--- config.mk ---
export PLATFORM = sky130hd
export DESIGN_NAME = maybe_byte_fifo
export DESIGN_NICKNAME = d
export VERILOG_FILES = /design/src/rtl/maybe_pkg.sv /design/src/rtl/maybe_fifo_mem.sv /design/src/rtl/maybe_byte_fifo.sv
export SDC_FILE = /design/constraint.sdc
export NUM_CORES = 1
export LEC_CHECK = 0
export CORE_UTILIZATION = 55
export CTS_CLUSTER_DIAMETER = 40
export DETAILED_ROUTE_END_ITERATION = 8
export PLACE_DENSITY = 0.76
export SLEW_MARGIN = 10
export SYNTH_ARGS = -nofsm -noshare
export SYNTH_HDL_FRONTEND = slang
export SYNTH_SLANG_ARGS = --single-unit
--- constraint.sdc ---
create_clock -name clk -period 3.65 [get_ports clk]
set_input_delay 0.365 -clock clk [delete_from_list [all_inputs] [get_ports clk]]
set_output_delay 0.365 -clock clk [all_outputs]
set_load 0.05 [all_outputs]
--- src/rtl/maybe_pkg.sv ---
`default_nettype none
// +------------------------------------------------------------------+
// | maybe_pkg                                                        |
// | Shared types and constants for the 8-bit Maybe stream.           |
// | Revision: 1.0                                                    |
// +------------------------------------------------------------------+
package maybe_pkg;

  typedef logic [7:0] byte_t;

  typedef struct packed {
    logic  valid;
    byte_t data;
  } maybe_byte_t;

  localparam int          MAYBE_FIFO_DEPTH_DEFAULT = 8;
  localparam maybe_byte_t NOTHING_BYTE             = '{valid: 1'b0, data: 8'h00};

endpackage
`default_nettype wire

--- src/rtl/maybe_fifo_mem.sv ---
`default_nettype none
// +------------------------------------------------------------------+
// | maybe_fifo_mem                                                   |
// | DEPTH x 8 register array, synchronous write, async read.         |
// | Revision: 1.0                                                    |
// +------------------------------------------------------------------+
module maybe_fifo_mem
  import maybe_pkg::*;
#(
  parameter int DEPTH  = MAYBE_FIFO_DEPTH_DEFAULT,
  parameter int ADDR_W = $clog2(DEPTH)
) (
  input  logic              clk,
  input  logic              we,
  input  logic [ADDR_W-1:0] waddr,
  input  byte_t             wdata,
  input  logic [ADDR_W-1:0] raddr,
  output byte_t             rdata
);

  byte_t r_mem [DEPTH];

  always_ff @(posedge clk) begin
    if (we) begin
      r_mem[waddr] <= wdata;
    end
  end

  assign rdata = r_mem[raddr];

endmodule
`default_nettype wire

--- src/rtl/maybe_byte_fifo.sv ---
`default_nettype none
// +------------------------------------------------------------------+
// | maybe_byte_fifo                                                  |
// | Captures Just bytes of a Maybe stream into a FWFT FIFO with a    |
// | sticky overflow flag. MAYBE_FIFO_DROP_COUNT_EN adds drop_count.  |
// | Revision: 1.0                                                    |
// +------------------------------------------------------------------+
module maybe_byte_fifo
  import maybe_pkg::*;
#(
  parameter  int DEPTH = MAYBE_FIFO_DEPTH_DEFAULT,
  localparam int LVL_W = $clog2(DEPTH) + 1
) (
  input  logic             clk,
  input  logic             rst,
  input  logic             in_valid,
  input  logic [7:0]       in_data,
  input  logic             out_ready,
  output logic             out_valid,
  output logic [7:0]       out_data,
  output logic [LVL_W-1:0] level,
  output logic             overflow
`ifdef MAYBE_FIFO_DROP_COUNT_EN
  ,
  output logic [7:0]       drop_count
`endif
);

  localparam int               PTR_W    = $clog2(DEPTH);
  localparam logic [LVL_W-1:0] FULL_LVL = LVL_W'(DEPTH);

  logic [PTR_W-1:0] r_wr_ptr;
  logic [PTR_W-1:0] r_rd_ptr;
  logic [LVL_W-1:0] r_level;
  logic             r_overflow;

  maybe_byte_t w_in;
  maybe_byte_t w_head;
  byte_t       w_rdata;
  logic        w_full;
  logic        w_empty;
  logic        w_pop;
  logic        w_push;
  logic        w_drop;

  assign w_in    = '{valid: in_valid, data: in_data};
  assign w_full  = (r_level == FULL_LVL);
  assign w_empty = (r_level == '0);
  assign w_pop   = !w_empty && out_ready;
  // At full, a same-cycle pop frees the slot the incoming byte lands in.
  assign w_push  = w_in.valid && (!w_full || w_pop);
  assign w_drop  = w_in.valid && w_full && !w_pop;

  maybe_fifo_mem #(
    .DEPTH (DEPTH)
  ) u_mem (
    .clk   (clk),
    .we    (w_push && !rst),
    .waddr (r_wr_ptr),
    .wdata (w_in.data),
    .raddr (r_rd_ptr),
    .rdata (w_rdata)
  );

  always_ff @(posedge clk) begin
    if (rst) begin
      r_wr_ptr   <= '0;
      r_rd_ptr   <= '0;
      r_level    <= '0;
      r_overflow <= 1'b0;
    end else begin
      if (w_push) r_wr_ptr <= r_wr_ptr + PTR_W'(1);
      if (w_pop)  r_rd_ptr <= r_rd_ptr + PTR_W'(1);
      if (w_push && !w_pop) begin
        r_level <= r_level + LVL_W'(1);
      end else if (w_pop && !w_push) begin
        r_level <= r_level - LVL_W'(1);
      end
      if (w_drop) r_overflow <= 1'b1;
    end
  end

`ifdef MAYBE_FIFO_DROP_COUNT_EN
  logic [7:0] r_drop_count;

  always_ff @(posedge clk) begin
    if (rst) begin
      r_drop_count <= 8'h00;
    end else if (w_drop && (r_drop_count != 8'hFF)) begin
      r_drop_count <= r_drop_count + 8'h01;
    end
  end

  assign drop_count = r_drop_count;
`endif

  always_comb begin
    w_head = NOTHING_BYTE;
    if (!w_empty) begin
      w_head = '{valid: 1'b1, data: w_rdata};
    end
  end

  assign out_valid = w_head.valid;
  assign out_data  = w_head.data;
  assign level     = r_level;
  assign overflow  = r_overflow;

endmodule
`default_nettype wire

## Word-level counts from Yosys, hierarchy flattened

Memories as Yosys holds them, arrays and structs flattened. A register that Yosys moved wholly into a read port is not among the register bits.
Index checks and enable logic that the tools add are counted.

| word-level totals | value |
|---|---|
| bits in writable memories | 64 |
| register bits after elaboration | 11 |
| ROM bits | 0 |
| memories kept | 1 |
| output and inout bits | 14 |
| logic and storage cells | 32 |
| latch bits | 0 |

Memories:

| name | depth | width | read ports | clocked after Yosys merged registers in | write ports | line | source |
|---|---|---|---|---|---|---|---|
| u_mem.r_mem | 8 | 8 | 1 | 1 | 1 | maybe_fifo_mem.sv:21 | `byte_t r_mem [DEPTH];` |

| cells by class | value |
|---|---|
| $lt $le $gt $ge | 0 |
| multiplexer cells | 7 |
| bitwise operators | 0 |
| shifts and indexed selects | 0 |
| add/sub/neg operators | 4 |
| eq/ne operators | 1 |
| multiply operators | 0 |
| div/mod/pow operators | 0 |
| reduce and logical (&&, ||, !) cells | 15 |

Operators with widths:

| kind | number |
|---|---|
| two-way mux 9 bit | 1 |
| two-way mux 4 bit | 2 |
| logical AND 1 bit | 7 |
| adder 3 x 1 -> 3 bit, second input constant | 2 |
| two-way mux 3 bit | 2 |
| zero test 1 bit | 5 |
| adder 4 x 1 -> 4 bit, second input constant | 1 |
| == test 4 bit, second input constant | 1 |
| zero test 4 bit | 1 |
| subtractor 4 x 1 -> 4 bit, second input constant | 1 |
| two-way mux 1 bit | 2 |
| nonzero test 2 bit | 1 |
| logical OR 1 bit | 1 |

## Depth between registers and ports, before layout

| depth | value |
|---|---|
| depth after elaboration | 9 |
| depth in mapped cells | 11 |
| mapped depth without buffers | 11 |

## Cells and area by module

Synthesis repeated with hierarchy kept, for this count alone.

| second synthesis, totals | value |
|---|---|
| cells, all modules | 176 |
| area total of the unflattened synthesis | 3164.3 µm² |

Modules (own cells, without submodules):

| module | cells an instance | times used | area each (µm²) | sequential area each (µm²) |
|---|---|---|---|---|
| maybe_fifo_mem | 106 | 1 | 2531.2 | 1921.8 |
| maybe_byte_fifo | 70 | 1 | 633.1 | 220.2 |

## Worst setup path after synthesis

Ideal clock, no wire load.

| timing path | value |
|---|---|
| path kind | flip-flop to flip-flop |
| start | register r_level[1], in the netlist level[1] |
| end | register r_level[3], in the netlist level[3] |
| slack | 862 ps |
| library setup time | 123 ps |
| stages on the path, launching flop included | 12 |
| data arrival time | 2665 ps |
| period minus slack after synthesis | 2788 ps |
| required time | 3527 ps |
| path through | dfxtp_1 -> or3_4 -> nor2_8 -> inv_4 -> nand2_4 -> ha_1 -> inv_1 -> ha_1 -> a21oi_1 -> a211oi_1 -> a31oi_1 -> mux2_1 |

| between the ends | value |
|---|---|
| word-level cells in the longest chain between the ends | 8 |
| elaborated cells between the ends (all ways) | 16 |
| classes of those cells | add/sub (2); eq/ne (1); mux (2); reduce/logical (11) |

RTL lines:

| element | line | source |
|---|---|---|
| start, declared | maybe_byte_fifo.sv:34 | `logic [LVL_W-1:0] r_level;` |
| start signal, assigned | maybe_byte_fifo.sv:75 | `r_level <= r_level + LVL_W'(1);` |
| start signal, assigned | maybe_byte_fifo.sv:77 | `r_level <= r_level - LVL_W'(1);` |
| branches (longest 8 deep; another with subtractor 4 x 1 -> 4 bit) | n/a |  |

Parallel ways; which one is timed is not known. The select of a mux whose other input is x is not followed.
A chain may end at the register's enable or synchronous reset.

==> flow_metrics.env <==
export IMPL_ctsHoldBuffers=0
export IMPL_synth_async_reset_ratio_pct=0
export IMPL_worst_endpoint_required_ns=3.28
export IMPL_p_total_mw=2.65
export IMPL_worst_setup_path_type="reg2out"
export IMPL_finalSetupViolCount=0
export IMPL_ant_nets=0
export IMPL_antenna_found_initial=0
export IMPL_core_area_um2=5540
export IMPL_htreeDepth=3
export IMPL_synth_nets=200
export IMPL_fin_skew_ns=0.00561
export IMPL_firstDrtPassIters=4
export IMPL_drt_first_iter_violations=92
export IMPL_critPathMaxFanout=16
export IMPL_fp_dieW_um=78.1
export IMPL_timing_critical_path_arrival_ns=2.51
export IMPL_yosysTopAreaCell="edfxtp_1"
export IMPL_clkSlewWorstSetupHoldPaths_ns=0.07
export IMPL_syn_area_per_cell_um2=17.5
export IMPL_num_vias=1684
export IMPL_synth_seq_area_share_pct=69.1
export IMPL_dp_hpwl_um=3820
export IMPL_cts_buffers=9
export IMPL_fmax_mhz=348
export IMPL_synth_common_cells="edfxtp_1, nor2_1, dfxtp_1"
export IMPL_rsz0062_at_grt="false"
export IMPL_drc=0
export IMPL_cellPowerDensity_nw_per_um2=712
export IMPL_tightest_slew_ns=0.941
export IMPL_placed_cell_area_um2=3540
export IMPL_irDropWorstVdd_v=0.000461
export IMPL_worst_skew_pair_late_latency_ns=0.33
export IMPL_min_delay_path_class="reg2reg"
export IMPL_post_cts_buffers=0
export IMPL_holdWs_ns=0.481
export IMPL_ys_flop_type="edfxtp_1"
export IMPL_gr_usage_all_layers_pct=20.6
export IMPL_cp_slowest_cell="dfxtp_1"
export IMPL_gp_congestion=0.807
export IMPL_ys_ff_latch=78
export IMPL_rows=27
export IMPL_crit_end="out_data[3]"
export IMPL_yosysMostFrequentCell="edfxtp_1"
export IMPL_finalHoldViolCount=0
export IMPL_initial_core_util_pct=57.5
export IMPL_path_cells="mux4_1 -> mux2i_1 -> nor2_1 -> clkdlybuf4s50_1"
export IMPL_root_buffer="clkbuf_8"
export IMPL_rr_endpoint="level[3]$_SDFFE_PP0P_"
export IMPL_wl_um=5540
export IMPL_yosysUniqueCellTypes=38
export IMPL_die_y_um=78.1
export IMPL_synth_edf_count=64
export IMPL_synth_top_cells_by_area="edfxtp_1, mux4_2, dfxtp_1, nor2_1, mux2i_1"
export IMPL_port_buffers=25
export IMPL_fin_nets=237
export IMPL_cts_buffer_depth=2
export IMPL_cts_tree="yes"
export IMPL_yosysTopAreaCellShare_pct=60.3
export IMPL_finalCritPeriodShare_pct=78.8
export IMPL_r2r_setup_slack_ns=0.93
export IMPL_worstSetupStartpointType="flip-flop"
export IMPL_drive_above_1_share_pct=20.5
export IMPL_clock_sinks=78
export IMPL_ys_warn_count=0
export IMPL_grt_first_pass_wirelength_um=8810
export IMPL_design_area_um2=3720
export IMPL_final_max_slew_viol_count=0
export IMPL_num_fill_cells=380
export IMPL_antenna_cells=0
export IMPL_max_slew_margin_rel_pct=37.1
export IMPL_syn_area_um2=3190
export IMPL_cts_resized=0
export IMPL_via_per_inst=5.69
export IMPL_wl_per_cell_um=18.7
export IMPL_reg2reg_depth=10
export IMPL_grt_pass1_vias=1753
export IMPL_grt_max_degree=18
export IMPL_fin_setup_tns_ns=0
export IMPL_synthCells=182
export IMPL_syn_to_final_growth_pct=16.8
export IMPL_max_stage_delay_ns=0.82
export IMPL_regArea_um2=2200
export IMPL_drv_cap=0
export IMPL_min_period_ns=2.88
export IMPL_rr_startpoint="level[1]$_SDFFE_PP0P_"
export IMPL_power_leakage_nw=1.23
export IMPL_cp_end_kind="primary output"
export IMPL_grt_overflow=0
export IMPL_multi_input_area_um2=912
export IMPL_die_area_um2=6110
export IMPL_pin_count=26
export IMPL_status="finished, final reports clean"
-- cell families (layout without fill, tap and decap cells) --
logic type / Yosys count / count (layout) / share of synthesized area (%)
adder cells (fa/ha/maj): 6 / 6 / 2.59
buffers and inverters: 11 / 53 / 2.32
XOR/XNOR: 6 / 6 / 1.88
AND/OR/NAND/NOR: 46 / 46 / 7.22
AO/OA/AOI/OAI: 9 / 9 / 2.08
multiplexers: 26 / 26 / 14.8
flip-flops: 78 / 78 / 69.1
-- cells in the final DEF (no fill, tap or decap), types with 2 or more instances in the layout --
cell type        count
edfxtp_1            64
nor2_1              26
clkdlybuf4s50_1     25
dfxtp_1             14
mux4_2              13
mux2i_1              9
clkbuf_8             9
buf_4                9
nand2_1              5
ha_1                 5
a21oi_1              4
mux4_1               3
nor3_1               3
xor2_1               3
nand3_1              3
clkinv_2             3
xnor2_1              2
-- state kept, by name (all words and copies together), names as in the netlist, named ones only --
register,flops
u_mem.r_mem,64
r_wr_ptr,3
overflow,1
level,4
r_rd_ptr,3
-- cell type report --
class / instances / area share [%]
flip-flops and latches: 78 / 59.1
multi-input cells: 93 / 24.5
repair buffers: 34 / 8.53
clock buffers: 9 / 3.33
well taps: 72 / 2.42
clock inverters: 7 / 1.75
inverters: 3 / 0.369
-- how the worst min path moves through the flow --
stage	start	endpoint	slack (ns)	cells past startpoint
global placement	overflow$_SDFFE_PP0P_	overflow$_SDFFE_PP0P_	0.45	2
finish	overflow$_SDFFE_PP0P_	overflow$_SDFFE_PP0P_	0.48	2
detailed placement	overflow$_SDFFE_PP0P_	overflow$_SDFFE_PP0P_	0.46	2
CTS	overflow$_SDFFE_PP0P_	overflow$_SDFFE_PP0P_	0.48	2
global route	r_rd_ptr[1]$_SDFFE_PP0N_	r_rd_ptr[1]$_SDFFE_PP0N_	0.51	2
floorplan	r_rd_ptr[1]$_SDFFE_PP0N_	flip-flop	0.46	2
-- metal layers --
layer | GRT usage, % | routed length [um] | share of wire (%) | vias up
met5 | 0 | 0 | 0 | -
met4 | 8.70 | 81 | 1.5 | 0
met3 | 6.63 | 257 | 4.6 | 9
met2 | 34.3 | 2860 | 52 | 59
met1 | 24.7 | 2350 | 42 | 839
li1 | - | - | - | 777
-- worst max-delay path, delay by kind of cell (launching register included) --
| kind | cells | cell delay (ns) |
|---|---|---|
| flops | 1 | 0.82 |
| simple gates | 1 | 0.06 |
| buf+inv | 1 | 0.70 |
| mux | 2 | 0.59 |
-- stage by stage --
step / setup slack (ns) / utilization [%] / instances
detailed placement: 0.656 / 63.8 / 280
global placement: 0.776 / 63.8 / 280
floorplan: 0.862 / - / 182
global route: 0.633 / 67.2 / 296
CTS: 0.724 / 67.2 / 296
finish: 0.775 / 67.2 / 296
-- where the power goes --
group	switching [mW]	internal (mW)	leakage, nW
Clock	0.295	0.311	0.0964
Combinational	0.570	0.394	0.445
Sequential	0.0668	1.02	0.693
Total	0.931	1.72	1.23
No activity file was read; power rests on OpenSTA's default activity.
